$ cat src/rtl/usb_nrzi_tx.sv
// usb_nrzi_tx: NRZI line encoder and EOP generator for the USB transmit path.
// Consumes the stuffed bitstream from the bit stuffer, drives dp/dm/bus_en
// and reports packet completion and dropped bits.
// Optional feature macro: USB_NRZI_EOP_J_EN (actively drive J as the final
// EOP bit time; when undefined the bus is released straight after SE0,SE0).
module usb_nrzi_tx (
    input  logic clock,
    input  logic reset,
    input  logic in_bit,
    input  logic bs_sending,
    output logic dp,
    output logic dm,
    output logic bus_en,
    output logic nrzi_ready,
    output logic nrzi_done,
    output logic nrzi_err
);

    // Line level encoding for line_q: 1 = J, 0 = K.
    localparam logic LINE_J = 1'b1;

`ifdef USB_NRZI_EOP_J_EN
    typedef enum logic [2:0] {
        IDLE      = 3'd0,
        SEND      = 3'd1,
        EOP_SE0_A = 3'd2,
        EOP_SE0_B = 3'd3,
        EOP_J     = 3'd4
    } state_t;
`else
    typedef enum logic [2:0] {
        IDLE      = 3'd0,
        SEND      = 3'd1,
        EOP_SE0_A = 3'd2,
        EOP_SE0_B = 3'd3
    } state_t;
`endif

    state_t state_q, state_d;
    logic   line_q, line_d;
    logic   dp_q, dp_d;
    logic   dm_q, dm_d;
    logic   bus_en_q, bus_en_d;
    logic   done_q, done_d;
    logic   err_q, err_d;

    // Next-state and NRZI encoding: a 0 toggles the line, a 1 holds it.
    always_comb begin
        state_d = state_q;
        line_d  = line_q;
        err_d   = 1'b0;
        case (state_q)
            IDLE: begin
                line_d = LINE_J;
                if (bs_sending) begin
                    line_d  = in_bit ? LINE_J : ~LINE_J;
                    state_d = SEND;
                end
            end
            SEND: begin
                if (bs_sending) begin
                    line_d = in_bit ? line_q : ~line_q;
                end else begin
                    state_d = EOP_SE0_A;
                end
            end
            EOP_SE0_A: begin
                err_d   = bs_sending;
                state_d = EOP_SE0_B;
            end
            EOP_SE0_B: begin
                err_d = bs_sending;
`ifdef USB_NRZI_EOP_J_EN
                state_d = EOP_J;
`else
                state_d = IDLE;
                line_d  = LINE_J;
`endif
            end
`ifdef USB_NRZI_EOP_J_EN
            EOP_J: begin
                err_d   = bs_sending;
                state_d = IDLE;
                line_d  = LINE_J;
            end
`endif
            default: begin
                state_d = IDLE;
                line_d  = LINE_J;
            end
        endcase
    end

    // Output decode from the upcoming state so dp/dm/bus_en/done can be registered.
    always_comb begin
        dp_d     = 1'b1;
        dm_d     = 1'b0;
        bus_en_d = 1'b1;
        done_d   = 1'b0;
        case (state_d)
            IDLE: begin
                bus_en_d = 1'b0;
            end
            SEND: begin
                dp_d = line_d;
                dm_d = ~line_d;
            end
            EOP_SE0_A: begin
                dp_d = 1'b0;
                dm_d = 1'b0;
            end
            EOP_SE0_B: begin
                dp_d = 1'b0;
                dm_d = 1'b0;
`ifndef USB_NRZI_EOP_J_EN
                done_d = 1'b1;
`endif
            end
`ifdef USB_NRZI_EOP_J_EN
            EOP_J: begin
                done_d = 1'b1;
            end
`endif
            default: begin
                bus_en_d = 1'b0;
            end
        endcase
    end

    // State and output registers; reset abandons any packet and idles the line at J.
    always_ff @(posedge clock) begin
        if (reset) begin
            state_q  <= IDLE;
            line_q   <= LINE_J;
            dp_q     <= 1'b1;
            dm_q     <= 1'b0;
            bus_en_q <= 1'b0;
            done_q   <= 1'b0;
            err_q    <= 1'b0;
        end else begin
            state_q  <= state_d;
            line_q   <= line_d;
            dp_q     <= dp_d;
            dm_q     <= dm_d;
            bus_en_q <= bus_en_d;
            done_q   <= done_d;
            err_q    <= err_d;
        end
    end

    assign dp         = dp_q;
    assign dm         = dm_q;
    assign bus_en     = bus_en_q;
    assign nrzi_done  = done_q;
    assign nrzi_err   = err_q;
    assign nrzi_ready = (state_q == IDLE);

endmodule

$ cat config.mk
export PLATFORM = sky130hd
export DESIGN_NAME = usb_nrzi_tx
export DESIGN_NICKNAME = d
export VERILOG_FILES = /design/src/rtl/usb_nrzi_tx.sv
export SDC_FILE = /design/constraint.sdc
export NUM_CORES = 1
export LEC_CHECK = 0
export CAP_MARGIN = 20
export CORE_AREA = 2 2 39 41
export CTS_BUF_LIST = sky130_fd_sc_hd__clkbuf_4 sky130_fd_sc_hd__clkbuf_8 sky130_fd_sc_hd__clkbuf_16
export DETAILED_ROUTE_END_ITERATION = 10
export DIE_AREA = 0 0 41 43
export SLEW_MARGIN = 20
export SYNTH_ARGS = -nofsm -noshare
export SYNTH_HDL_FRONTEND = slang
export SYNTH_SLANG_ARGS = --single-unit
$ cat constraint.sdc
create_clock -name clock -period 2.3 [get_ports clock]
set_clock_uncertainty 0.15 [all_clocks]
set_input_delay 0.46 -clock clock [delete_from_list [all_inputs] [get_ports clock]]
set_output_delay 0.46 -clock clock [all_outputs]
set_load 0.1 [all_outputs]
==> results of run 1 <==
[how the worst min path moves through the flow]
stage | endpoint | slack (ps) | cells after the start
2_1_floorplan | nrzi_done | 330 | 1
3_3_place_gp | state_q[1] | 350 | 1
3_5_place_dp | nrzi_done | 360 | 1
4_1_cts | nrzi_done | 370 | 1
5_1_grt | nrzi_done | 380 | 1
6_report | nrzi_done | 360 | 1
[final cells by class]
class                   count  share of cell area, %
repair buffers              9                  17.63
flip-flops and latches      9                  36.27
multi-input cells          26                  36.02
clock buffers               4                  6.045
well taps                  16                  4.030
[cells by family (layout without fill, tap and decap cells)]
logic type | after synthesis | after routing | share of synthesized area [%]
multiplexers | 1 | 1 | 2.712
XOR/XNOR | 2 | 2 | 4.747
buffers and inverters | 2 | 13 | 4.067
flip-flops | 9 | 9 | 48.81
other | 1 | 1 | 1.016
AND/OR/NAND/NOR | 17 | 17 | 28.47
AO/OA/AOI/OAI | 5 | 5 | 10.17
[state kept, by name, summed over array words and instances, names as in the netlist]
name,count
dm,1
line_q,1
state_q,3
dp,1
nrzi_done,1
nrzi_err,1
bus_en,1
[power by group through the flow]
stage | logic [mW] | clock network [mW] | registers, mW
3_3_place_gp | 0.0561 | 0 | 0.169
2_1_floorplan | 0.0260 | 0 | 0.181
5_1_grt | 0.0589 | 0.146 | 0.166
4_1_cts | 0.0563 | 0.138 | 0.165
6_report | 0.0558 | 0.129 | 0.165
3_5_place_dp | 0.0562 | 0 | 0.169
[stage by stage]
| stage | hold slack [ps] | total power, mW | area, um2 | setup WS (ps) |
|---|---|---|---|---|
| 4_1_cts | 367.8 | 0.3591 | 496.7 | 516.8 |
| 3_3_place_gp | 351.1 | 0.2247 | 466.7 | 598.0 |
| 3_5_place_dp | 358.5 | 0.2248 | 466.7 | 580.7 |
| 5_1_grt | 379.2 | 0.3708 | 496.7 | 444.8 |
| 6_report | 363.2 | 0.3496 | 496.7 | 535.8 |
| 2_1_floorplan | 329.8 | 0.2072 | 374.1 | 30.34 |
[Yosys cell counts, drive strengths merged]
cell	instances
dfxtp	9
nor2	4
nor3	4
nand2	3
nand2b	3
buf	2
o21ai	2
xnor2	2
a21oi	1
and3	1
conb	1
mux2i	1
nor2b	1
nor4b	1
o211a	1
o211ai	1
[layer usage]
metal	vias to the layer above	GRT usage (%)	routed length [um]
met5	-	0	0
met4	0	4.000	0
met3	0	7.853	53
met2	9	9.375	264
met1	119	10.00	265
li1	143	-	-
==> results.txt, run 1 <==
CP bufs+invs = 1
Post-CTS Setup Bufs = 0
total gr overflow = 0
FF-to-FF setup slack = 1100 ps
register area share after synthesis = 48.81%
routed wire length per instance = 9.109 um
Final Hold Vio Count = 0
crit path launch = state_q[1]
DRT antenna net count = 0
clock transition at the registers of the reported paths = 60 ps
sequential cell area = 180.2 um2
area of the multi-input gates = 178.9 um2
Worst-Skew Late Latency = 250 ps
Num CTS Buffers = 3
Setup CP Type = reg -> out
#FFs+latches synth = 9
crit-path cells = nor3_2, buf_12
worst-path maximum fanout = 12
post-synthesis cell type count = 20
# rows = 14
CTS Sinks = 9
status = complete, no violations
most frequent cells in the layout = dfxtp_1, buf_4, clkbuf_4
synth warn = 0
Yosys top cell area share = 48.81%
largest net degree at the start of global routing = 13
sequential power share = 47.3%
gpl congestion = 0.6267
port bufs = 9
n_diodes = 0
routed vias/inst = 4.234
Post-Syn Area per Cell = 9.976 um2
Max Buffers Root-to-Sink = 2
Mapped Area = 369.1 um2
final WL = 583 um
fin crit share = 76.70%
syn nets = 41
Die X = 41 um
worst min path class = reg -> reg
CTS resizes = 0
PwrDens = 703.8 nW/um2
cells on worst reg2reg path = 3
RSZ-0062 raised after global routing = no
CTS tree = built
critical path data required time = 1690 ps
DIE AREA = 1763 um2
Max Cap Viol = 0
global-route wire length before repair = 910 um
post-route setup TNS = 0 ps
Worst R2R Start = state_q[0]
Psw = 0.09075 mW
number of H-tree levels = 1
hpwl dp = 440 um
vias in the first global route = 233
area leader, netlist = dfxtp_1
All-Layer GR Usage = 8.241%
Net Sw Frac = 25.96%
HP Start = state_q[2]
Die Y = 43 um
Final min period = 1764 ps
Nets = 53
DR DRC count = 0
CTS root buffer = clkbuf_4
Cell Int Power = 0.2588 mW
Core Area = 1384 um2
via count = 271
Synth Instances = 37
Slew Viols, Final = 0
initial antenna violation count = 0
area delta synth->final = 34.58%
initial core utilization = 26.67%
commonest non-fill, non-tap cell in the layout = dfxtp_1
Top delay family on crit path = flip-flops
Detailed Route Iter0 Violations = 4
Comb pwr share = 16.0%
layout cells sized above 1 = 35.42%
number of placed I/O pins = 10
Critical Path End = nrzi_ready
final non-filler cell total = 64
CP startpoint kind = flip-flop
Filler cells = 147
placed cell count = 60
Static Leak = 0.1990 nW
Slowest-stage cell, CP = dfxtp_1
worst reg2reg endpoint = line_q
VDD IR max = 0.3346 mV
Setup crit end kind = output port
final core occ = 35.90%
CP Depth = 2
largest cells by area after synthesis = dfxtp_1, xnor2_1, nor3_1
CTS Hold Buffers Added = 0
Max stage delay on crit path = 420 ps
Setup violations, final = 0
crit path DAT = 1150 ps
clock network fraction of design power = 36.8%
Pre-antenna DRT Iters = 2
Max Fclk = 0.5668 GHz
No activity file was read; power rests on OpenSTA's default activity.
==> run 2, diff against run 1 <==
==> constraint.sdc (replaced) <==
create_clock -name clock -period 1.4 [get_ports clock]
set_clock_uncertainty 0.15 [all_clocks]
set_input_delay 0.28 -clock clock [delete_from_list [all_inputs] [get_ports clock]]
set_output_delay 0.28 -clock clock [all_outputs]
set_load 0.1 [all_outputs]
==> results.txt, run 2 (synthesis gave the netlist of run 1 again) <==
PwrDens = 976.1 nW/um2 (+39%)
via count = 307 (+13%)
layout cells sized above 1 = 45.28% (+9.9 points)
hold path cells = 2 (+1)
# rows = 14 (unchanged)
n_diodes = 0 (unchanged)
routed wire length per instance = 9.551 um (+4.8%)
sequential power share = 45.0% (-2.3 points)
Largest Register = state_q
number of H-tree levels = 1 (unchanged)
FF-to-FF setup slack = 150 ps (-950 ps)
total gr overflow = 0 (unchanged)
DR DRC count = 0 (unchanged)
WHS Endpoint = line_q
most frequent cells in the layout = dfxtp_1, buf_12, buf_4, clkbuf_4
CP startpoint kind = flip-flop
Core Area = 1384 um2 (unchanged)
initial antenna violation count = 0 (unchanged)
HP Start = line_q
DP Worst Slack = -51.17 ps (-631.9 ps)
DP Area = 558.0 um2 (+20%)
final WL = 659 um (+13%)
vias in the first global route = 294 (+26%)
worst reg2reg endpoint = dp
Max Cap Viol = 0 (unchanged)
Pre-antenna DRT Iters = 4 (+2)
Setup crit end kind = output port
clock transition at the registers of the reported paths = 60 ps (about the same)
failing checks = negative setup slack
worst-path maximum fanout = 2 (-10)
crit path DAT = 1020 ps (-130 ps)
largest net degree at the start of global routing = 8 (-5)
Final Cell Area = 610.6 um2 (+23%)
RSZ-0062 raised after global routing = yes
CTS root buffer = clkbuf_4
critical path data required time = 970 ps (-720 ps)
fin crit share = 103.3%
final core occ = 44.12% (+8.2 points)
routed vias/inst = 4.449 (+5.1%)
status = finished, violations left
Comb pwr share = 18.7% (+2.7 points)
Static Leak = 0.2459 nW (+24%)
Die Y = 43 um (unchanged)
Max Buffers Root-to-Sink = 2 (unchanged)
CTS tree = built
Detailed Route Iter0 Violations = 4 (unchanged)
Filler cells = 126 (-14%)
max reg flops = 3 (unchanged)
area delta synth->final = 65.42%
DRT antenna net count = 0 (unchanged)
Psw = 0.1586 mW (+75%)
placed cell count = 63 (+5.0%)
number of placed I/O pins = 10 (unchanged)
CTS Hold Buffers Added = 0 (unchanged)
Net Sw Frac = 26.60% (+0.64 points)
Cell Int Power = 0.4375 mW (+69%)
Worst R2R Start = state_q[1]
Final min period = 1446 ps
All-Layer GR Usage = 9.859% (+1.6 points)
initial core utilization = 26.67% (unchanged)
Setup violations, final = 1 (+1)
port bufs = 9 (unchanged)
cells on worst reg2reg path = 5 (+2)
CTS Sinks = 9 (unchanged)
gpl congestion = 0.6802 (+8.5%)
clock network fraction of design power = 36.3% (-0.5 points)
hpwl dp = 499.4 um (+13%)
Setup CP Type = reg -> out
Num CTS Buffers = 3 (unchanged)
Worst-Skew Late Latency = 250 ps (about the same)
Setup WS post-layout = -45.65 ps (-581.5 ps)
Slew Viols, Final = 0 (unchanged)
worst min path class = reg -> reg
commonest non-fill, non-tap cell in the layout = dfxtp_1
Die X = 41 um (unchanged)
DIE AREA = 1763 um2 (unchanged)
global-route wire length before repair = 1145 um (+26%)
Final Power = 0.5960 mW (+70%)
final non-filler cell total = 69 (+7.8%)
Max Fclk = 0.6917 GHz
Nets = 58 (+9.4%)
Final Hold Vio Count = 0 (unchanged)
VDD IR max = 0.4140 mV (+24%)
run 2: changes by cell type in the layout (fill, tap and decap cells not counted), sizes merged:
| cell | before | now |
|---|---|---|
| buf | 6 | 11 |
run 2: worst max-delay path by stage:
stage	start	endpoint	slack, ps
global route	state_q[1]	nrzi_ready	-90
CTS	state_q[1]	nrzi_ready	-60
finish	state_q[1]	nrzi_ready	-50
global placement	in_bit	line_q	-50
detailed placement	in_bit	line_q	-50
floorplan	state_q[0]	nrzi_ready	-230
run 2: repair_timing:
action | CTS | global route
gates resized for setup | 4 | 0
endpoints found under the setup margin | 1 | 1
pin swaps | 1 | 0
buffers inserted | 2 | 0
run 2: area by class of cell:
class	count	area [um2]	area share [%]
multi-input cells	26	185.2	30.33
flip-flops and latches	9	187.7	30.74
repair buffers	14	187.7	30.74
well taps	16	20.02	3.279
clock buffers	4	30.03	4.918
run 2: power by group through the flow:
stage,clock [mW],sequential [mW],combinational (mW)
after global routing,0.237,0.269,0.117
after detailed placement,0,0.279,0.108
after CTS,0.227,0.268,0.112
after floorplan,0,0.298,0.0454
final,0.216,0.268,0.112
after global placement,0,0.279,0.108
run 2: stage by stage:
step | setup TNS, ps | hold WS, ps
detailed placement | -124.1 | 365.5
finish | -45.65 | 375.6
global route | -85.34 | 426.7
floorplan | -228.5 | 206.8
CTS | -57.34 | 382.7
global placement | -118.8 | 355.4
run 2: worst max-delay path, stage by stage, from the launching register on:
cell and delay, ps:
dfxtp_4 350, nor3_4 210, buf_12 200
run 2: metal layers:
layer / routed length [um] / GRT usage (%) / vias to the layer above
li1: - / - / 153
met3: 54 / 4.712 / 2
met5: 0 / 0 / -
met1: 269 / 11.97 / 140
met4: 6 / 4.000 / 0
met2: 329 / 14.37 / 12
==> run 3, diff against run 2 <==
==> constraint.sdc (replaced) <==
create_clock -name clock -period 1.65 [get_ports clock]
set_clock_uncertainty 0.15 [all_clocks]
set_input_delay 0.33 -clock clock [delete_from_list [all_inputs] [get_ports clock]]
set_output_delay 0.33 -clock clock [all_outputs]
set_load 0.1 [all_outputs]
==> results.txt, run 3 (synthesis gave the netlist of run 1 again) <==
initial core utilization = 26.67% (unchanged)
Setup crit end kind = output port
DRT antenna net count = 0 (unchanged)
total gr overflow = 0 (unchanged)
CTS Hold Buffers Added = 0 (unchanged)
Static Leak = 0.2241 nW (-8.9%)
worst-path maximum fanout = 4 (+2)
gpl congestion = 0.7342 (+7.9%)
Max Cap Viol = 0 (unchanged)
Final Cell Area = 575.6 um2 (-5.7%)
final WL = 625 um (-5.2%)
hpwl dp = 479.5 um (-4.0%)
DP Area = 543.0 um2 (-2.7%)
CTS root buffer = clkbuf_4
Detailed Route Iter0 Violations = 6 (+2)
RSZ-0062 raised after global routing = no
fin crit share = 92.69%
Hold Slack = 380.0 ps (+4.448 ps)
Setup CP Type = reg -> out
via count = 290 (-5.5%)
All-Layer GR Usage = 9.586% (-0.27 points)
placed cell count = 61 (-3.2%)
status = complete, no violations
Nets = 54 (-6.9%)
final non-filler cell total = 65 (-5.8%)
sequential cell area = 182.7 um2 (-2.7%)
CTS Sinks = 9 (unchanged)
Max Fclk = 0.6539 GHz
n_diodes = 0 (unchanged)
most frequent cells in the layout = dfxtp_1, buf_12, clkbuf_4
CTS tree = built
max reg flops = 3 (unchanged)
HP Start = line_q
worst min path class = reg -> reg
number of H-tree levels = 1 (unchanged)
Slew Viols, Final = 0 (unchanged)
vias in the first global route = 267 (-9.2%)
Largest Register = state_q
port bufs = 9 (unchanged)
global-route wire length before repair = 1110 um (-3.1%)
CP startpoint kind = flip-flop
Worst-Skew Late Latency = 260 ps (about the same)
Worst R2R Start = state_q[0]
Die X = 41 um (unchanged)
largest net degree at the start of global routing = 13 (+5)
Filler cells = 148 (+17%)
Final min period = 1529 ps
Post-CTS Setup Bufs = 0 (-2)
Die Y = 43 um (unchanged)
area delta synth->final = 55.93%
crit path DAT = 1050 ps (+30 ps)
commonest non-fill, non-tap cell in the layout = dfxtp_1
Pre-antenna DRT Iters = 4 (unchanged)
# rows = 14 (unchanged)
crit path launch = state_q[2]
DIE AREA = 1763 um2 (unchanged)
Num CTS Buffers = 3 (unchanged)
area of the multi-input gates = 185.2 um2 (unchanged)
number of placed I/O pins = 10 (unchanged)
Core Area = 1384 um2 (unchanged)
FF-to-FF setup slack = 530 ps (+380 ps)
initial antenna violation count = 0 (unchanged)
critical path data required time = 1170 ps (+200 ps)
clock transition at the registers of the reported paths = 60 ps (about the same)
Setup violations, final = 0 (-1)
routed vias/inst = 4.462 (+0.28%)
DR DRC count = 0 (unchanged)
layout cells sized above 1 = 40.82% (-4.5 points)
Max Buffers Root-to-Sink = 2 (unchanged)
PwrDens = 885.3 nW/um2 (-9.3%)
Final Hold Vio Count = 0 (unchanged)
routed wire length per instance = 9.615 um (+0.68%)
VDD IR max = 0.3691 mV (-11%)
==> run 3: worst max-delay path, cell delays in order (launching register included) <==
cell and delay, ps:
dfxtp_1 360, nor3_4 230, buf_12 200
==> run 3: report_power, final <==
group	switching, mW	internal [mW]	total (mW)	leakage, nW
logic	0.0506	0.0377	0.0883	0.131
clock network	0.0785	0.110	0.188	0.0184
registers	0.00905	0.224	0.233	0.0745
==> run 3: timing repair <==
| item | in CTS | in global routing |
|---|---|---|
| endpoints found under the hold margin | 0 | 0 |
| resized for setup | 0 | 2 |
| endpoints found under the setup margin | 0 | 1 |
==> run 3: final cells by class <==
cell class                 count  share of cell area, %
multi-input combinational     26                  32.17
sequential                     9                  31.74
timing repair buffer          10                  27.39
clock buffer                   4                  5.217
tap                           16                  3.478
==> run 3: through the flow <==
step | setup slack, ps | power [mW] | setup TNS, ps | utilization, %
2_1_floorplan | -28.52 | 0.2917 | -28.52 | -
3_3_place_gp | 139.2 | 0.3258 | 0 | 39.24
3_5_place_dp | 138.8 | 0.3265 | 0 | 39.24
4_1_cts | 53.30 | 0.5172 | 0 | 41.41
5_1_grt | 62.90 | 0.5299 | 0 | 41.59
6_report | 120.6 | 0.5095 | 0 | 41.59
==> run 3: per-layer routing <==
layer | vias to the layer above | global-route usage (%) | part of all wire (%)
li1 | 147 | - | -
met1 | 132 | 12.09 | 41
met2 | 9 | 12.50 | 50
met3 | 2 | 3.141 | 6.1
met4 | 0 | 8.000 | 2.7
met5 | - | 0 | 0
==> run 3: final timing paths <==
kind	to	depth (start not counted)
worst max-delay path	nrzi_ready	2
worst min-delay path	line_q	2
worst max register to register	line_q	3
worst min register to register	line_q	2
